### src/rtl/pkg_dtypes.sv
// Shared backend datatypes: exec unit addressing, icon data and the
// receive-port FIFO entry {src_addr, data}.
package pkg_dtypes;

  localparam int NUM_EXEC_UNITS       = 4;
  localparam int EXEC_UNIT_ADDR_WIDTH = 3;
  localparam int ICON_DATA_WIDTH      = 16;

  typedef logic [NUM_EXEC_UNITS-1:0]       type_icon_receivers_list;
  typedef logic [EXEC_UNIT_ADDR_WIDTH-1:0] type_exec_unit_addr;
  typedef logic [ICON_DATA_WIDTH-1:0]      type_icon_data;

  typedef struct packed {
    type_exec_unit_addr src_addr;
    type_icon_data      data;
  } type_icon_rx_entry;

endpackage

### src/rtl/back_icon_rx_fifo.sv
// Operand FIFO of the icon receive port: storage, wrapping pointers, count, flush.
// Ports: clk, reset_n, flush, push/push_data, pop, head, valid, full.
module back_icon_rx_fifo
  import pkg_dtypes::*;
#(
  parameter int LOG2_FIFO_DEPTH = 2
) (
  input  logic              clk,
  input  logic              reset_n,
  input  logic              flush,
  input  logic              push,
  input  type_icon_rx_entry push_data,
  input  logic              pop,
  output type_icon_rx_entry head,
  output logic              valid,
  output logic              full
);

  localparam int DEPTH = 2 ** LOG2_FIFO_DEPTH;
  localparam int CW    = LOG2_FIFO_DEPTH + 1;
  localparam logic [CW-1:0] CNT_ONE  = CW'(1);
  localparam logic [CW-1:0] CNT_FULL = CW'(DEPTH);

  type_icon_rx_entry          mem [DEPTH];
  logic [LOG2_FIFO_DEPTH-1:0] wr_ptr;
  logic [LOG2_FIFO_DEPTH-1:0] rd_ptr;
  logic [CW-1:0]              count;
  logic                       do_push;
  logic                       do_pop;

  assign valid   = (count != '0);
  assign full    = (count == CNT_FULL);
  assign head    = mem[rd_ptr];
  assign do_push = push & ~full;
  assign do_pop  = pop & valid;

  always_ff @(posedge clk or negedge reset_n) begin
    if (!reset_n) begin
      wr_ptr <= '0;
      rd_ptr <= '0;
      count  <= '0;
      for (int i = 0; i < DEPTH; i++)
        mem[i] <= '0;
    end else if (flush) begin
      wr_ptr <= '0;
      rd_ptr <= '0;
      count  <= '0;
    end else begin
      if (do_push) begin
        mem[wr_ptr] <= push_data;
        wr_ptr      <= wr_ptr + 1'b1;
      end
      if (do_pop)
        rd_ptr <= rd_ptr + 1'b1;
      unique case ({do_push, do_pop})
        2'b10:   count <= count + CNT_ONE;
        2'b01:   count <= count - CNT_ONE;
        default: count <= count;
      endcase
    end
  end

endmodule

### src/rtl/back_icon_rx_port.sv
// Icon receive port: fixed-priority pick of one requesting channel per cycle,
// same-cycle success bit, operand FIFO toward the exec unit. Perf counters
// exist only with ICON_RX_PERF_CNT_EN defined.
// Ports: clk, reset_n, receiver_lists_i, src_addrs_i, icon_data_i,
// success_lists_o, flush_i, operand_o/valid_o/ready_i, perf_accepts_o,
// perf_conflicts_o.
module back_icon_rx_port
  import pkg_dtypes::*;
#(
  parameter int NUM_ICON_CHANNELS = 4,
  parameter int RECEIVER_IDX      = 0,
  parameter int LOG2_FIFO_DEPTH   = 2
) (
  input  logic clk,
  input  logic reset_n,
  input  type_icon_receivers_list [NUM_ICON_CHANNELS-1:0] receiver_lists_i,
  input  type_exec_unit_addr      [NUM_ICON_CHANNELS-1:0] src_addrs_i,
  input  type_icon_data           [NUM_ICON_CHANNELS-1:0] icon_data_i,
  output type_icon_receivers_list [NUM_ICON_CHANNELS-1:0] success_lists_o,
  input  logic                    flush_i,
  output type_icon_rx_entry       operand_o,
  output logic                    operand_valid_o,
  input  logic                    operand_ready_i,
  output logic [31:0]             perf_accepts_o,
  output logic [31:0]             perf_conflicts_o
);

  localparam int NCH  = NUM_ICON_CHANNELS;
  localparam int CH_W = (NCH > 1) ? $clog2(NCH) : 1;

  logic [NCH-1:0]    req;
  logic [CH_W-1:0]   win;
  logic              found;
  logic              full;
  logic              accept;
  logic              pop;
  type_icon_rx_entry push_data;
  logic              unused_bits;

  assign unused_bits = ^receiver_lists_i;

  always_comb begin
    for (int ch = 0; ch < NCH; ch++)
      req[ch] = receiver_lists_i[ch][RECEIVER_IDX];
  end

  // Scan downward so the lowest requesting channel is the last to write.
  always_comb begin
    win   = '0;
    found = 1'b0;
    for (int ch = NCH - 1; ch >= 0; ch--) begin
      if (req[ch]) begin
        win   = CH_W'(ch);
        found = 1'b1;
      end
    end
  end

  // Gated by reset_n so success drops asynchronously with reset.
  assign accept = found & ~full & ~flush_i & reset_n;
  assign pop    = operand_valid_o & operand_ready_i;

  always_comb begin
    success_lists_o = '0;
    if (accept)
      success_lists_o[win][RECEIVER_IDX] = 1'b1;
  end

  assign push_data = '{src_addr: src_addrs_i[win],
                       data:     icon_data_i[win]};

  back_icon_rx_fifo #(
    .LOG2_FIFO_DEPTH(LOG2_FIFO_DEPTH)
  ) u_fifo (
    .clk      (clk),
    .reset_n  (reset_n),
    .flush    (flush_i),
    .push     (accept),
    .push_data(push_data),
    .pop      (pop),
    .head     (operand_o),
    .valid    (operand_valid_o),
    .full     (full)
  );

`ifdef ICON_RX_PERF_CNT_EN
  logic [31:0] acc_q;
  logic [31:0] conf_q;
  logic        conflict;

  // Clearing the lowest set bit leaves something only if two or more are set.
  assign conflict = |(req & (req - NCH'(1)));

  always_ff @(posedge clk or negedge reset_n) begin
    if (!reset_n) begin
      acc_q  <= '0;
      conf_q <= '0;
    end else begin
      if (accept && acc_q != '1)
        acc_q <= acc_q + 32'd1;
      if (conflict && conf_q != '1)
        conf_q <= conf_q + 32'd1;
    end
  end

  assign perf_accepts_o   = acc_q;
  assign perf_conflicts_o = conf_q;
`else
  assign perf_accepts_o   = '0;
  assign perf_conflicts_o = '0;
`endif

endmodule

### config.mk
export PLATFORM = sky130hd
export DESIGN_NAME = back_icon_rx_port
export DESIGN_NICKNAME = d
export VERILOG_FILES = /design/src/rtl/pkg_dtypes.sv /design/src/rtl/back_icon_rx_fifo.sv /design/src/rtl/back_icon_rx_port.sv
export SDC_FILE = /design/constraint.sdc
export NUM_CORES = 1
export LEC_CHECK = 0
export ABC_CLOCK_PERIOD_IN_PS = 5850
export CORE_ASPECT_RATIO = 0.9
export CORE_MARGIN = 5
export CORE_UTILIZATION = 48
export CTS_CLUSTER_DIAMETER = 100
export CTS_CLUSTER_SIZE = 12
export DETAILED_ROUTE_END_ITERATION = 8
export PLACE_DENSITY = 0.91
export SETUP_SLACK_MARGIN = 0.15
export SLEW_MARGIN = 25
export SYNTH_ARGS = -nofsm -noshare
export SYNTH_HDL_FRONTEND = slang
export SYNTH_HIERARCHICAL = 1
export SYNTH_SLANG_ARGS = --single-unit
### constraint.sdc
create_clock -name clk -period 5.85 [get_ports clk]
set_clock_uncertainty 0.05 [all_clocks]
set_input_delay 1.17 -clock clk [delete_from_list [all_inputs] [get_ports clk]]
set_output_delay 1.17 -clock clk [all_outputs]
set_load 0.005 [all_outputs]
==> impl_metrics.ini <==
[grt]
antenna_found_initial = 0
grt_pass1_vias = 3899
grt_usage_pct = 20.7
grt_max_degree = 69
use_met3_pct = 6.07
grt_pass1_wl_microns = 20700
top_usage_layer = met2
gr-usage-met1_pct = 23.1
grt_overflow = 0
use_met2_pct = 36.1

[floorplan]
dieArea_sq_mm = 0.0129
die_x_microns = 119
core_area_sq_mm = 0.0103
die_y_microns = 108
std_cell_rows = 35
initial_core_util_pct = 49.7
pin_count = 196

[cts]
cts_buffers = 9
insertion_delay_ns = 0.33
cts.path.max_buffers = 2
clock-sinks = 83
cts_setup_buffers = 0
cts_resized = 0
cts_root_buf = clkbuf_16
htreeDepth = 3
clkTransAtPathRegs_ns = 0.06
tritoncts = built
ctsHoldBuffers = 0

[sta]
maxSlewViolCount = 0
setup_viol = 0
rsz0062_at_grt = false
final.min_clock_period_ns = 4.42
whs_ns = 0.450
setup_tns_ns = 0
maxSlewHeadroom_pct = 31.6
setup_slack_ns = 1.43
max_freq_mhz = 226
worstMarginPinSlew_ns = 1.03
finalCritPeriodShare_pct = 75.6
hold_viol_final = 0

[route]
wl_per_cell_microns = 20.3
routed_wl_microns = 13300
drtIter0Drc = 220
routed_via_density = 5.47
ant_nets = 0
drtPass1Iterations = 4
remaining_drc_errors = 0
dr_total_vias = 3581

[placed_design]
placed_cells = 640
numPortBuffers = 107
globalplace.congestion = 0.816
hpwl_microns = 8950
dp_slack_ns = 1.42

[worst_setup_path]
critPathLaunchType = input pin
crit_required_ns = 4.63
critical_path.cell_chain = clkdlybuf4s50_1 -> nor2_1 -> and3_1 -> clkdlybuf4s50_1
endpoint_kind = primary output
cp_max_fo = 23
crit_slowest_cell = clkdlybuf4s50_1
cp_num_buf_inv = 2
cp.arrival_ns = 3.20
crit_family = buffers and inverters
crit_type = in -> out
crit_path_max_incr_delay_ns = 0.92
crit_top_cell = clkdlybuf4s50_1

[power]
power_uw = 1750
ir_drop_mv = 0.172
power.leakage_uw = 0.00291
power_density_mw_per_mm2 = 278

[synthesis]
ys_seq_area_share_pct = 40.4
synthCells = 427
synth_area_sq_mm = 0.00514
synth-seq-cells = 83
yosys_warnings = 6
syn_area_per_cell_sq_um = 12.0
yosysUniqueCellTypes = 45

[cells_and_area]
drive_above_1_share_pct = 23.2
final_cell_mix = clkdlybuf4s50_1, dfrtp_1, conb_1
area_growth_pct = 22.2
antenna_cells = 0
final_common_cell = clkdlybuf4s50_1
fin_cells = 655
nets = 623

[hold_path]
hp-class = reg -> reg

[job]
maxCapViolCount = 0

[run_status]
status = complete, no violations
[layer usage]
metal  wire, microns  share of wire [%]
met1            4930                 37
met2            6670                 50
met3            1440                 11
met4             256                1.9
met5               0                  0
[stage by stage]
| step | utilization (%) | instance area [sq um] |
|---|---|---|
| 6_report | 60.8 | 6280 |
| 3_3_place_gp | 57.6 | 5950 |
| 2_1_floorplan | - | 5420 |
| 5_1_grt | 60.8 | 6280 |
| 4_1_cts | 60.8 | 6280 |
| 3_5_place_dp | 57.6 | 5950 |
[worst paths after layout]
check,cells after the start,slack [ns],endpoint,startpoint
setup / recovery,4,1.43,success_lists_o[12],receiver_lists_i[0]
hold / removal,1,0.45,u_fifo/mem[47]$_DFFE_PN0P_,u_fifo/mem[47]$_DFFE_PN0P_
setup reg to reg,9,2.62,u_fifo/mem[12]$_DFFE_PN0P_,u_fifo/count[0]$_DFFE_PN0P_
hold reg to reg,1,0.45,u_fifo/mem[47]$_DFFE_PN0P_,u_fifo/mem[47]$_DFFE_PN0P_
max in group asynchronous,2,4.02,u_fifo/mem[11]$_DFFE_PN0P_,reset_n
min in group asynchronous,1,0.65,u_fifo/mem[71]$_DFFE_PN0P_,reset_n
[state kept, by name, summed over array words and instances (netlist names)]
signal	cells
u_fifo/count	3
u_fifo/mem	76
u_fifo/rd_ptr	2
u_fifo/wr_ptr	2
[cells by family after synthesis]
kind of cell	count (synthesis)	share of synthesized area, %
buffers and inverters	128	16.3
muxes	95	25.7
DFF	83	40.4
AOI/OAI and AO/OA	73	10.8
and+or+nand+nor	38	4.63
adders and majority gates	5	1.36
xor gates and xnor gates	4	0.682
other	1	0.0730
[report_power, final]
group | leakage (uW) | switching [uW] | internal (uW)
Combinational | 0.00166 | 151 | 252
Clock | 0.000159 | 218 | 414
Sequential | 0.00110 | 50.2 | 662
[cell type report]
| type | count | area, sq um |
|---|---|---|
| Clock buffer | 10 | 229 |
| Clock inverter | 5 | 103 |
| Fill cell | 747 | 4060 |
| Inverter | 23 | 86.3 |
| Multi-Input combinational cell | 291 | 2500 |
| Sequential cell | 83 | 2080 |
| Tap cell | 129 | 161 |
| Timing Repair Buffer | 114 | 1120 |
[cells in the mapped netlist, drive strengths merged]
cell     number  area [sq um]
buf          91           701
dfrtp        83          2080
mux2         76           893
a21oi        24           120
inv          23          86.3
a221o        19           190
a22o         19           166
mux4         19           428
clkbuf       14          52.6
nor2          8          30.0
nand3         6          45.0
and3          4          25.0
ha            4          50.1
a31oi         3          18.8
nand2b        3          18.8
nand3b        3          22.5
and2          2          12.5
nor2b         2          12.5
o21ai         2          10.0
or3           2          13.8
xnor2         2          17.5
xor2          2          17.5
a2111oi       1          8.76
a211oi        1          7.51
conb          1          3.75
fa            1          20.0
nand2         1          3.75
nor3          1          5.00
nor3b         1          7.51
nor4          1          6.26
nor4bb        1          10.0
o211ai        1          7.51
o21a          1          7.51
o311ai        1          8.76
o31ai         1          7.51
or2           1          6.26
or3b          1          11.3
or4           1          7.51
(Power assumes the default switching activity.)
